[src/rtl/mem_arbiter.sv]
// Shares one main-memory port between the I-cache and D-cache line engines.
// D-side wins ties; the I-side is forced through after STARVE_LIMIT straight D wins.
module mem_arbiter #(
    parameter int ADDR_WIDTH   = 32,
    parameter int DATA_WIDTH   = 128,
    parameter int BEATS        = 4,
    parameter int STARVE_LIMIT = 2
) (
    input  logic                  clk,
    input  logic                  reset,
    input  logic                  ic_req_valid,
    input  logic [ADDR_WIDTH-1:0] ic_req_addr,
    output logic                  ic_req_ready,
    output logic                  ic_resp_valid,
    output logic [DATA_WIDTH-1:0] ic_resp_data,
    input  logic                  dc_req_valid,
    input  logic                  dc_req_rnw,
    input  logic [ADDR_WIDTH-1:0] dc_req_addr,
    output logic                  dc_req_ready,
    input  logic                  dc_wdata_valid,
    input  logic [DATA_WIDTH-1:0] dc_wdata,
    output logic                  dc_wdata_ready,
    output logic                  dc_resp_valid,
    output logic [DATA_WIDTH-1:0] dc_resp_data,
    output logic                  mem_req_valid,
    input  logic                  mem_req_ready,
    output logic                  mem_req_rnw,
    output logic [ADDR_WIDTH-1:0] mem_req_addr,
    output logic                  mem_wdata_valid,
    input  logic                  mem_wdata_ready,
    output logic [DATA_WIDTH-1:0] mem_wdata,
    input  logic                  mem_resp_valid,
    input  logic [DATA_WIDTH-1:0] mem_resp_data,
    output logic                  err
);

    localparam int CNT_W = $clog2(BEATS);
    localparam int OFF_W = $clog2(BEATS * DATA_WIDTH / 8);
    localparam int STV_W = $clog2(STARVE_LIMIT + 2);
    localparam logic [ADDR_WIDTH-1:0] LINE_MASK =
        ~((ADDR_WIDTH'(1) << OFF_W) - ADDR_WIDTH'(1));
    localparam logic [CNT_W-1:0] LAST_BEAT  = CNT_W'(BEATS - 1);
    localparam logic [STV_W-1:0] STARVE_MAX = STV_W'(STARVE_LIMIT);

    typedef enum logic [1:0] {IDLE, CMD, WDATA, RDATA} state_t;

    state_t                state, state_next;
    logic                  owner_ic, owner_ic_next;
    logic                  rnw_q, rnw_next;
    logic [ADDR_WIDTH-1:0] addr_q, addr_next;
    logic [CNT_W-1:0]      beat_cnt, beat_cnt_next;
    logic [STV_W-1:0]      starve_cnt, starve_cnt_next;
    logic                  grant_ic;

    always_ff @(posedge clk) begin
        if (reset) begin
            state      <= IDLE;
            owner_ic   <= 1'b0;
            rnw_q      <= 1'b0;
            addr_q     <= '0;
            beat_cnt   <= '0;
            starve_cnt <= '0;
        end else begin
            state      <= state_next;
            owner_ic   <= owner_ic_next;
            rnw_q      <= rnw_next;
            addr_q     <= addr_next;
            beat_cnt   <= beat_cnt_next;
            starve_cnt <= starve_cnt_next;
        end
    end

    always_comb begin
        state_next      = state;
        owner_ic_next   = owner_ic;
        rnw_next        = rnw_q;
        addr_next       = addr_q;
        beat_cnt_next   = beat_cnt;
        starve_cnt_next = starve_cnt;
        grant_ic        = 1'b0;
        ic_req_ready    = 1'b0;
        ic_resp_valid   = 1'b0;
        ic_resp_data    = '0;
        dc_req_ready    = 1'b0;
        dc_wdata_ready  = 1'b0;
        dc_resp_valid   = 1'b0;
        dc_resp_data    = '0;
        mem_req_valid   = 1'b0;
        mem_req_rnw     = 1'b0;
        mem_req_addr    = '0;
        mem_wdata_valid = 1'b0;
        mem_wdata       = '0;
        err             = 1'b0;

        case (state)
            IDLE: begin
                grant_ic = ic_req_valid && (!dc_req_valid || starve_cnt == STARVE_MAX);
                if (ic_req_valid || dc_req_valid) begin
                    owner_ic_next = grant_ic;
                    rnw_next      = grant_ic ? 1'b1 : dc_req_rnw;
                    addr_next     = (grant_ic ? ic_req_addr : dc_req_addr) & LINE_MASK;
                    // Starvation only accrues when the I-side actually lost a tie.
                    if (grant_ic)
                        starve_cnt_next = '0;
                    else if (ic_req_valid && starve_cnt != STARVE_MAX)
                        starve_cnt_next = starve_cnt + STV_W'(1);
                    state_next = CMD;
                end
            end
            CMD: begin
                mem_req_valid = 1'b1;
                mem_req_rnw   = rnw_q;
                mem_req_addr  = addr_q;
                if (mem_req_ready) begin
                    ic_req_ready  = owner_ic;
                    dc_req_ready  = !owner_ic;
                    beat_cnt_next = '0;
                    state_next    = rnw_q ? RDATA : WDATA;
                end
            end
            WDATA: begin
                mem_wdata_valid = dc_wdata_valid;
                mem_wdata       = dc_wdata;
                dc_wdata_ready  = mem_wdata_ready;
                if (dc_wdata_valid && mem_wdata_ready) begin
                    beat_cnt_next = beat_cnt + CNT_W'(1);
                    if (beat_cnt == LAST_BEAT)
                        state_next = IDLE;
                end
            end
            RDATA: begin
                if (mem_resp_valid) begin
                    ic_resp_valid = owner_ic;
                    dc_resp_valid = !owner_ic;
                    ic_resp_data  = owner_ic ? mem_resp_data : '0;
                    dc_resp_data  = owner_ic ? '0 : mem_resp_data;
                    beat_cnt_next = beat_cnt + CNT_W'(1);
                    if (beat_cnt == LAST_BEAT)
                        state_next = IDLE;
                end
            end
            default: state_next = IDLE;
        endcase

        err = mem_resp_valid && (state != RDATA);

        // A reset cycle must not leak a beat or handshake of the aborted transfer.
        if (reset) begin
            ic_req_ready    = 1'b0;
            ic_resp_valid   = 1'b0;
            ic_resp_data    = '0;
            dc_req_ready    = 1'b0;
            dc_wdata_ready  = 1'b0;
            dc_resp_valid   = 1'b0;
            dc_resp_data    = '0;
            mem_req_valid   = 1'b0;
            mem_req_rnw     = 1'b0;
            mem_req_addr    = '0;
            mem_wdata_valid = 1'b0;
            mem_wdata       = '0;
            err             = 1'b0;
        end
    end

endmodule

[config.mk]
export PLATFORM = sky130hd
export DESIGN_NAME = mem_arbiter
export DESIGN_NICKNAME = d
export VERILOG_FILES = /design/src/rtl/mem_arbiter.sv
export SDC_FILE = /design/constraint.sdc
export NUM_CORES = 1
export LEC_CHECK = 0
export CAP_MARGIN = 20
export CORE_AREA = 2 2 290 292
export CTS_CLUSTER_DIAMETER = 120
export DETAILED_ROUTE_END_ITERATION = 10
export DIE_AREA = 0 0 292 294
export PLACE_DENSITY_LB_ADDON = 0.15
export SYNTH_ARGS = -nofsm -noshare
export SYNTH_HDL_FRONTEND = slang
export SYNTH_SLANG_ARGS = --single-unit
[constraint.sdc]
create_clock -name clk -period 1.8 [get_ports clk]
set_clock_uncertainty 0.15 [all_clocks]
set_input_delay 0.36 -clock clk [delete_from_list [all_inputs] [get_ports clk]]
set_output_delay 0.36 -clock clk [all_outputs]
set_load 0.01 [all_outputs]
# Yosys cells after proc, flatten, opt, wreduce, memory -nomap -nowiden
# Index checks and enable logic that the tools add are counted.
# classes
reduce_logical,15
n_bitwise,0
div_mod_pow,0
magnitude_cmp,0
shifts,0
addsub,2
muxes,48
mul,0
eq_ne,11
# ops
cell,count
128-bit two-way mux,10
32-bit two-way mux,3
1-bit two-way mux,23
2-bit two-way mux,10
"2-bit inequality test, second input constant",6
"2-bit equality test, second input constant",4
2-bit one-hot mux with 4 select lines,1
4-bit AND reduction,2
2-bit one-hot mux with 3 select lines,1
"2-bit by 1-bit adder with 2-bit output, second input constant",2
1-bit logical AND,4
3-bit AND reduction,1
3-bit nonzero test,1
"2-bit by 1-bit equality test with 1-bit output, second input constant",1
1-bit zero test,2
2-bit zero test,1
1-bit logical OR,2
2-bit AND reduction,1
2-bit nonzero test,1
# word_totals
output_inout_bits,425
word_cells,82
input_bits,329
register_bits,34
mem_count,0
latch_bits,0
ram_bits,0
romBits,0

# Longest topological paths before layout
# logic_depth
word_depth,5
mapped_depth,7
ltp_nobuf,5

# Worst setup path before layout
# OpenSTA, ideal clock, no wires.
# synth_timing
path_kind,input to output
from,input port reset
to,output port ic_resp_data[108]
slack_ps,-79
required_ps,1290
path_stages,6
path_buffers,3
t_arrival_ps,1369
path_cell_list,buf_2 nand2b_4 nor3_2 clkbuf_2 clkbuf_2 and2_1
# synth_between
elab_chain_len,1
# synth_rtl
element,line,text
"start, declared",10,"input logic reset,"
128-bit two-way mux,148,if (reset) begin
"end, declared",15,"output logic [DATA_WIDTH-1:0] ic_resp_data,"
# Every way passes these cells.

# Worst setup path in the final report
# layout_timing
from,register state[0]
to,output port mem_wdata[57]
# layout_between
elab_chain_len,3
# layout_rtl
element,line,text
"start, declared",47,"state_t state, state_next;"
"start signal, assigned",64,state <= state_next;
2-bit equality test,95,case (state)
128-bit two-way mux,95,
128-bit two-way mux,148,
"end, declared",31,"output logic [DATA_WIDTH-1:0] mem_wdata,"
# Every way passes these cells.

==> results_dict.tcl <==
set metrics [dict create \
    num_vias 8056 \
    crit_path_end_kind "output pin" \
    hp-class "flop to flop" \
    instances_no_fill 2597 \
    ys.flop_type "dfxtp_1" \
    arrival_ps 1930 \
    ctsHoldBuffers 0 \
    synth_top_area_share_pct 55.3 \
    drive_above_1_share_pct 44.9 \
    crit_top_cell "buf_12" \
    synthCells 684 \
    cp_slowest_stage_delay_ps 540 \
    coreArea_um2 82900 \
    synth_area_um2 4690 \
    wl_mm 55.7 \
    grt_pass1_vias 7926 \
    num-fill-cells 9388 \
    htree_levels 2 \
    async_flop_share_pct 0 \
    synth.area.top_cells "and2_1 (55%), dfxtp_1 (15%), a311oi_1 (4.9%)" \
    drtIter0Drc 202 \
    crit_fanout 31 \
    multiInputGateArea_um2 4010 \
    die_h_um 294 \
    fin_crit_ps 2440 \
    drv_slew 0 \
    pwr-share-seq_pct 24.5 \
    insertion_delay_ps 280 \
    final_area_um2 15100 \
    synth-edff-count 0 \
    area_delta_synth_final_pct 223 \
    hpwl_mm 45.0 \
    ys_seq_area_share_pct 14.5 \
    grt_overflow_total 0 \
    clkTransAtPathRegs_ps 60 \
    synth_most_common_cell "and2_1" \
    cts.sinks 34 \
    status "complete, but fails checks" \
    grt_pass1_wl_mm 70.3 \
    hp-start "starve_cnt[1]" \
    p_clk_share_pct 24.7 \
    min_period_over_period_pct 135 \
    start_util_pct 5.65 \
    dieArea_um2 85800 \
    startpoint_type "flop" \
    vias_per_cell 3.10 \
    setup_slack_ps -639 \
    r2r-start "starve_cnt[0]" \
    crit_slowest_cell "clkdlybuf4s50_1" \
    grt_max_degree 36 \
    hold_violations 0 \
    dr.pass1.iters 4 \
    pin_count 754 \
    wl_per_cell_um 21.4 \
    syn_avg_cell_area_um2 6.85 \
    power.leakage_nw 7.14 \
    swShare_pct 31.7 \
    gp_congestion 0.907 \
    regArea_um2 687 \
    fmax_mhz 410 \
    rsz0062_at_grt "yes" \
    finalSetupViolations 419 \
    cp-startpoint "state[0]" \
    comb_power_share_pct 50.8 \
    num_rows 106 \
    power.density_nw_per_um2 243 \
    path_cells "buf_6 > nor2_4 > buf_12 > buf_12 > and2_1 > clkdlybuf4s50_1" \
    die_w_um 292 \
    yosys_warnings 0 \
    cts_tree "yes" \
    ys_top_cells_by_count "and2_1 (414), dfxtp_1 (34), a21oi_1 (33)" \
    violations "setup timing" \
    numCtsBuffers 5 \
    final_nets 1832 \
    yosys_register_bits 34 \
    placed_cell_area_um2 13800 \
    required_ps 1290 \
    ir_worst_vdd_v 0.000382 \
    critPathKind "flop to output pin" \
    maxCapViolCount 0 \
    root_buffer "clkbuf_16" \
    port_buffers 735 \
    grtUsageTotal_pct 11.7 \
    final_antenna_net_count 0 \
    synth_area_leader_cell "and2_1" \
    dp_cells 2492 \
    remaining_drc_errors 0 \
    internal_power_mw 2.51 \
    switchingPower_mw 1.17 \
    cts.path.max_buffers 2 \
    antenna_found_initial 44 \
    ys_types 34 \
]
-- metrics by stage --
stage	setup WS, ps	total power, mW	TNS [ps]	hold WS (ps)	util (%)
CTS	-907	3.75	-295780	317	17.9
global route	-712	3.89	-209820	334	18.2
floorplan	-34.4	1.44	-1920	286	-
global placement	-1200	2.76	-428520	292	16.7
detailed placement	-1260	2.75	-427520	308	16.7
finish	-639	3.68	-172290	309	18.2
-- sequential cells by signal, indices dropped and copies added (netlist names) --
signal	flops
owner_ic	1
beat_cnt	2
addr_q	26
rnw_q	1
starve_cnt	2
state	2
-- final cells by class --
cell class                      count  area share, %
Clock buffer                        7          0.943
Clock inverter                      1         0.0331
Tap cell                         1080           8.93
Multi-Input combinational cell    573           26.5
Inverter                            6          0.149
Sequential cell                    34           4.54
Antenna cell                       15          0.248
Timing Repair Buffer              881           58.6
-- cells in the final DEF (no fill, tap or decap), drive strengths merged, types with 5 or more instances in the layout --
master           n
and2           414
buf            355
clkdlybuf4s50  349
clkbuf         135
dfxtp           34
a21oi           33
dlymetal6s2s    30
o21ai           29
nand3           28
a311oi          26
diode           15
dlygate4sd2     12
nand2            7
clkdlybuf4s15    7
conb             6
inv              6
nor2             5
-- critical path, delay by kind of cell (launching register included) --
family | cells | cell delay [ps]
buffers and inverters | 4 | 1010
flip-flops | 1 | 360
AND/OR/NAND/NOR | 2 | 250
-- power by group through the flow --
| stage | Sequential, mW | Combinational [mW] | Clock (mW) |
|---|---|---|---|
| floorplan | 0.898 | 0.542 | 0 |
| global placement | 0.910 | 1.85 | 0 |
| detailed placement | 0.911 | 1.84 | 0 |
| CTS | 0.901 | 1.90 | 0.952 |
| global route | 0.913 | 2.00 | 0.971 |
| finish | 0.901 | 1.87 | 0.907 |
-- final timing paths --
kind	cells past startpoint	end	slack (ps)
max	6	mem_wdata[57]	-640
min	2	starve_cnt[1]	310
max reg2reg	7	addr_q[14]	50
min reg2reg	2	starve_cnt[1]	310
-- timing repair --
action,in CTS,in global routing
setup buffers,34,46
pin swaps,17,42
gates cloned,15,10
resized for setup,587,920
endpoints found under the setup margin,420,430
-- layer usage --
metal	GRT usage, %	wire (µm)	share of wire, %
met3	5.45	5090	9.2
met5	0	138	0.25
met1	13.1	22100	40
met2	20.6	27700	50
met4	1.57	593	1.1
-- cells by family after synthesis --
family          Yosys count  share of synthesized area, %
compound gates           94                          12.5
mux                       1                         0.240
buf+inv                  82                          10.1
other cells               1                        0.0800
fa+ha+maj                 2                         0.534
simple gates            470                          62.0
flops                    34                          14.5
(Power assumes the default switching activity.)
